==> src/rtl/alu_unit_pkg.sv <==
// Shared processor definitions: ALU opcodes and ALU sequencer states.
// The control unit imports the same package to encode ALUOP.
package alu_unit_pkg;

  typedef enum logic [2:0] {
    OP_PASSB = 3'b000,
    OP_ADD   = 3'b001,
    OP_SUB   = 3'b010,
    OP_MUL   = 3'b011,
    OP_AND   = 3'b100,
    OP_OR    = 3'b101,
    OP_INCA  = 3'b110,
    OP_CLR   = 3'b111
  } alu_op_e;

  typedef enum logic [1:0] {
    IDLE = 2'd0,
    MUL  = 2'd1,
    DONE = 2'd2
  } alu_state_e;

endpackage

==> src/rtl/alu_unit_mul_seq.sv <==
// Iterative shift-add multiplier: one partial product per edge, MUL_CYCLES edges per multiply.
// done is high during the edge that retires the final iteration; product is valid alongside it.
module alu_mul_seq #(
  parameter int WIDTH      = 16,
  parameter int MUL_CYCLES = WIDTH
) (
  input  logic               clk,
  input  logic               rst,
  input  logic               start,
  input  logic [WIDTH-1:0]   a,
  input  logic [WIDTH-1:0]   b,
  output logic               done,
  output logic [2*WIDTH-1:0] product
);

  localparam int CW = $clog2(MUL_CYCLES + 1);

  logic               running;
  logic [CW-1:0]      cnt;
  logic [2*WIDTH-1:0] mcand;
  logic [2*WIDTH-1:0] acc;
  logic [WIDTH-1:0]   mplier;

  // Product includes the iteration being retired this edge, so the caller
  // can capture the result without an extra cycle.
  assign product = mplier[0] ? (acc + mcand) : acc;
  assign done    = running && (cnt == CW'(MUL_CYCLES - 1));

  always_ff @(posedge clk) begin
    if (rst) begin
      running <= 1'b0;
      cnt     <= '0;
      acc     <= '0;
      mcand   <= '0;
      mplier  <= '0;
    end else if (running) begin
      acc    <= product;
      mcand  <= mcand << 1;
      mplier <= mplier >> 1;
      if (done) begin
        running <= 1'b0;
        cnt     <= '0;
      end else begin
        cnt <= cnt + 1'b1;
      end
    end else if (start) begin
      running <= 1'b1;
      cnt     <= '0;
      acc     <= '0;
      mcand   <= {{WIDTH{1'b0}}, a};
      mplier  <= b;
    end
  end

endmodule

==> src/rtl/alu_unit.sv <==
// ALU with registered result/flags: single-cycle ops answer one edge after start, MUL after MUL_CYCLES more.
// No queueing: start is only accepted in IDLE; requests while busy or in DONE are dropped.
module alu_unit
  import alu_unit_pkg::*;
#(
  parameter int WIDTH      = 16,
  parameter int MUL_CYCLES = WIDTH
) (
  input  logic             clk,
  input  logic             rst,
  input  logic             start,
  input  logic [2:0]       ALUOP,
  input  logic [WIDTH-1:0] A_,
  input  logic [WIDTH-1:0] MUXOUT,
  output logic [WIDTH-1:0] ALUOUT,
  output logic             Z,
  output logic             C,
  output logic             busy,
  output logic             done
);

  alu_state_e         state;
  alu_op_e            op;
  logic               mul_start;
  logic               mul_done;
  logic [2*WIDTH-1:0] mul_product;
  logic [WIDTH-1:0]   res;
  logic               carry;
  logic [WIDTH:0]     wide;

  assign op        = alu_op_e'(ALUOP);
  assign mul_start = start && (state == IDLE) && (op == OP_MUL);

  alu_mul_seq #(
    .WIDTH      (WIDTH),
    .MUL_CYCLES (MUL_CYCLES)
  ) u_mul (
    .clk     (clk),
    .rst     (rst),
    .start   (mul_start),
    .a       (A_),
    .b       (MUXOUT),
    .done    (mul_done),
    .product (mul_product)
  );

  always_comb begin
    res   = '0;
    carry = 1'b0;
    wide  = '0;
    case (op)
      OP_PASSB: res = MUXOUT;
      OP_ADD: begin
        wide  = {1'b0, A_} + {1'b0, MUXOUT};
        res   = wide[WIDTH-1:0];
        carry = wide[WIDTH];
      end
      OP_SUB: begin
        res   = A_ - MUXOUT;
        carry = (A_ < MUXOUT);
      end
      OP_AND:  res = A_ & MUXOUT;
      OP_OR:   res = A_ | MUXOUT;
      OP_INCA: begin
        wide  = {1'b0, A_} + (WIDTH+1)'(1);
        res   = wide[WIDTH-1:0];
        carry = wide[WIDTH];
      end
      default: res = '0;  // CLR, and MUL which retires through the multiplier
    endcase
  end

  always_ff @(posedge clk) begin
    if (rst) begin
      state  <= IDLE;
      ALUOUT <= '0;
      Z      <= 1'b1;
      C      <= 1'b0;
      busy   <= 1'b0;
      done   <= 1'b0;
    end else begin
      done <= 1'b0;
      case (state)
        IDLE: begin
          if (start) begin
            if (op == OP_MUL) begin
              state <= MUL;
              busy  <= 1'b1;
            end else begin
              ALUOUT <= res;
              Z      <= (res == '0);
              C      <= carry;
              done   <= 1'b1;
              state  <= DONE;
            end
          end
        end
        MUL: begin
          if (mul_done) begin
            ALUOUT <= mul_product[WIDTH-1:0];
            Z      <= (mul_product[WIDTH-1:0] == '0);
            C      <= |mul_product[2*WIDTH-1:WIDTH];
            done   <= 1'b1;
            busy   <= 1'b0;
            state  <= DONE;
          end
        end
        default: state <= IDLE;  // DONE: one cycle, start dropped
      endcase
    end
  end

endmodule

==> config.mk <==
export PLATFORM = sky130hd
export DESIGN_NAME = alu_unit
export DESIGN_NICKNAME = d
export VERILOG_FILES = /design/src/rtl/alu_unit_pkg.sv /design/src/rtl/alu_unit_mul_seq.sv /design/src/rtl/alu_unit.sv
export SDC_FILE = /design/constraint.sdc
export NUM_CORES = 1
export LEC_CHECK = 0
export CORE_ASPECT_RATIO = 0.6
export CORE_UTILIZATION = 62
export CTS_CLUSTER_DIAMETER = 60
export DETAILED_ROUTE_END_ITERATION = 12
export MAX_ROUTING_LAYER = met4
export PLACE_DENSITY = 0.8
export SLEW_MARGIN = 20
export SYNTH_ARGS = -nofsm -noshare
export SYNTH_HDL_FRONTEND = slang
export SYNTH_SLANG_ARGS = --single-unit
==> constraint.sdc <==
create_clock -name clk -period 6.7 [get_ports clk]
set_input_delay 1.005 -clock clk [delete_from_list [all_inputs] [get_ports clk]]
set_output_delay 1.005 -clock clk [all_outputs]
set_load 0.03 [all_outputs]
==> results.yml <==
floorplan:
  die-width_um: 160.4
  die-area_mm2: 0.01557
  die_y_um: 97.06
  initial_utilization: 0.6399
  io_pins: 58
  num_rows: 34
  floorplan.core_area_mm2: 0.01459
cts:
  cts_num_sinks: 108
  largest_buffer_count_on_any_clock_path: 2
  cts_tree: "done"
  cts_max_level: 3
  cts_root_buffer: "sky130_fd_sc_hd__clkbuf_16"
  cts_hold_buf: 0
  clk_pin_slew_worst_paths_ns: 0.08
  cts_repair_resize_count: 0
  cts-buffers-inserted: 9
  clkLatencyLatePin_ns: 0.37
  post-cts-setup-buffer-count: 0
routing:
  ant_nets: 0
  detailedRoute.firstIterationViolations: 1228
  drt_wl_total_um: 30670
  post_drt_wl_per_cell_um: 20.89
  initial_drt_pass_iterations: 5
  route.vias.total: 9857
  via_per_inst: 6.715
  route.detailed.drc: 0
setup_path:
  crit_path_max_fanout: 5
  worstPathArrival_ns: 4.79
  critical_path_class: "input port to flop"
  crit_slowest_cell: "sky130_fd_sc_hd__o31ai_1"
  worstPathRequired_ns: 7.00
  start_kind: "input port"
  endpoint_kind: "flop"
  critical_path.most_common_cell: "sky130_fd_sc_hd__o21ai_1"
  critical_path_cell_sequence: "clkdlybuf4s50_1, inv_1, ha_1, inv_1, fa_1, nor2b_1, o31ai_1, o21ai_1, o21ai_1, a21oi_1, xnor2_1, a221oi_1, nand2_1, or4_1, o21ai_1"
  max_stage_delay_ns: 0.51
pwr:
  power.leakage_nw: 4.154
  power_density_mw_per_mm2: 163.6
  share_seq_of_total_power: 0.401
  netSwitchingFraction: 0.3180
  cellInternalPower_mw: 1.139
  fin_total_pwr_mw: 1.670
  comb_power_share: 0.234
  peakVddDrop_uv: 151.4
  power.net_switching_mw: 0.5311
  share_clk_of_total_power: 0.365
global_routing:
  initial_antenna_violation_count: 0
  grt_pass1_vias: 8667
  gr-total-overflow: 0
  grt_pass1_wl_um: 48050
  grt_use_total: 0.4008
  grt_max_degree: 109
cells_and_area:
  diodes: 0
  finalCoreUtilization: 0.6998
  area_delta_synth_final_pct: 9.367
  drive_above_1_share: 0.04094
  nNetsFinal: 1390
  finish.cell_count_without_fillers: 1468
logic_synthesis:
  post-synth-top-area-fraction: 0.2316
  synth_edf_count: 0
  synthArstFlopShare: 0
  synthTopCellsByCount: "sky130_fd_sc_hd__nor2_1, sky130_fd_sc_hd__a21oi_1, sky130_fd_sc_hd__dfxtp_1"
  mean_area_per_synthesized_cell_um2: 7.340
  yosys.area.top_type: "sky130_fd_sc_hd__dfxtp_1"
  synth.lib_cells_used.distinct: 83
  yosys_most_used_dff: "sky130_fd_sc_hd__dfxtp_1"
  yosysSeqAreaShare: 0.2316
  synthTopCellsByArea: "sky130_fd_sc_hd__dfxtp_1, sky130_fd_sc_hd__ha_1, sky130_fd_sc_hd__a21oi_1"
  postSynthRegisterBits: 108
  yosysWarnings: 0
  synthesized_cell_area_mm2: 0.009336
  mappedNetlistNets: 1397
  post_synth_inst_count: 1272
  yosys.cell_count.top_type: "sky130_fd_sc_hd__nor2_1"
timing:
  maxClockFrequency_mhz: 222.3
  hold_slack_ns: 0.4636
  timing_max_transition_violations_final: 0
  maxSlewHeadroom: 0.2769
  timing.setup.tns_ns: 0
  grt_setup_unrepaired: "false"
  layout_min_cycle_time_ns: 4.498
  final_min_period_over_clock_period: 0.6713
  worstMarginPinSlew_ns: 1.085
  finalHoldViolCount: 0
  final.setup_skew_ns: 0.01391
  setup_viol: 0
placement:
  io_buffers: 57
  final_weighted_congestion_in_routability_driven_placement: 1.009
  detailed_place_hpwl_um: 22540
  placed_cells_incl_taps: 1452
job:
  max_cap_violations: 0
status:
  run_status: "finished, final reports clean"
min_path:
  worstHoldPathType: "flop to flop"
-- per-stage QoR --
step,cell area (um2),setup WS [ns]
after floorplan,9336,3.165
after global placement,9873,1.993
after detailed placement,9873,1.950
after CTS,10210,2.333
after global routing,10210,2.080
final,10210,2.202
-- state kept, by name, summed over array words and instances (netlist names) --
signal and cells:
busy 1, u_mul.running 1, C 1, u_mul.cnt 5, state 2, u_mul.mplier 16, u_mul.mcand 32, Z 1
ALUOUT 16, done 1, u_mul.acc 32
-- critical path, delay by kind of cell --
kind                     cells  cell delay [ns]
buffers and inverters        3             0.70
adder cells (fa/ha/maj)      2             0.57
AND/OR/NAND/NOR              3             0.74
AO/OA/AOI/OAI                6             1.64
XOR/XNOR                     1             0.14
-- placed cells by master, fill, tap and decap left out, drive strengths merged, types with 6 or more instances in the layout --
cell	count
buf	7
o21ai	52
o21a	11
nor2	225
nor3	24
or3	7
nor2b	11
nor4	8
dfxtp	108
a221o	6
a21oi	186
a211oi	11
nand2	66
nand2b	11
inv	56
clkbuf	10
and3	28
o22a	12
a221oi	14
o22ai	13
nand4	12
clkdlybuf4s50	56
xnor2	30
a31oi	16
o211ai	15
nand3	26
nor3b	8
mux2i	30
ha	84
xor2	13
a21o	6
o221ai	9
a22oi	6
o21bai	11
-- worst paths after layout --
kind / startpoint / endpoint / slack, ns / cells past startpoint
worst min-delay path: u_mul.mplier[1] / u_mul.mplier[0] / 0.46 / 2
worst max register to register: u_mul.mcand[14] / C / 2.83 / 11
worst min register to register: u_mul.mplier[1] / u_mul.mplier[0] / 0.46 / 2
worst max-delay path: A_[0] / Z / 2.20 / 15
-- per-layer routing --
| layer | wire length, um | track usage | vias up | share of wire |
|---|---|---|---|---|
| li1 | - | - | 4586 | - |
| met1 | 14820 | 0.6168 | 4654 | 0.48 |
| met2 | 11540 | 0.5072 | 589 | 0.38 |
| met3 | 4095 | 0.1229 | 28 | 0.13 |
| met4 | 216 | 0.05055 | 0 | 0.0070 |
| met5 | 0 | - | - | 0 |
-- power groups by stage --
stage               sequential, mW  combinational [mW]  clock [mW]
floorplan                    0.698               0.239           0
global placement             0.684               0.374           0
detailed placement           0.684               0.376           0
CTS                          0.669               0.379       0.609
global route                 0.670               0.419       0.638
finish                       0.670               0.391       0.609
-- area by class of cell --
| class | instances | area (um2) |
|---|---|---|
| Clock buffer | 10 | 229.0 |
| Timing Repair Buffer | 63 | 616.8 |
| Tap cell | 198 | 247.7 |
| Multi-Input combinational cell | 1030 | 6650 |
| Inverter | 53 | 198.9 |
| Fill cell | 1234 | 4380 |
| Clock inverter | 6 | 105.1 |
| Sequential cell | 108 | 2163 |
-- kinds of logic (layout without fill, tap and decap cells) --
logic type      after synthesis  in the layout  share of synthesized area
fa+ha+maj                    87             87                     0.1190
compound gates              417            417                     0.2893
mux                          34             34                    0.03940
flops                       108            108                     0.2316
simple gates                449            449                     0.2238
xor+xnor                     43             43                    0.04034
buf+inv                     134            132                    0.05655
(Power assumes the default switching activity.)
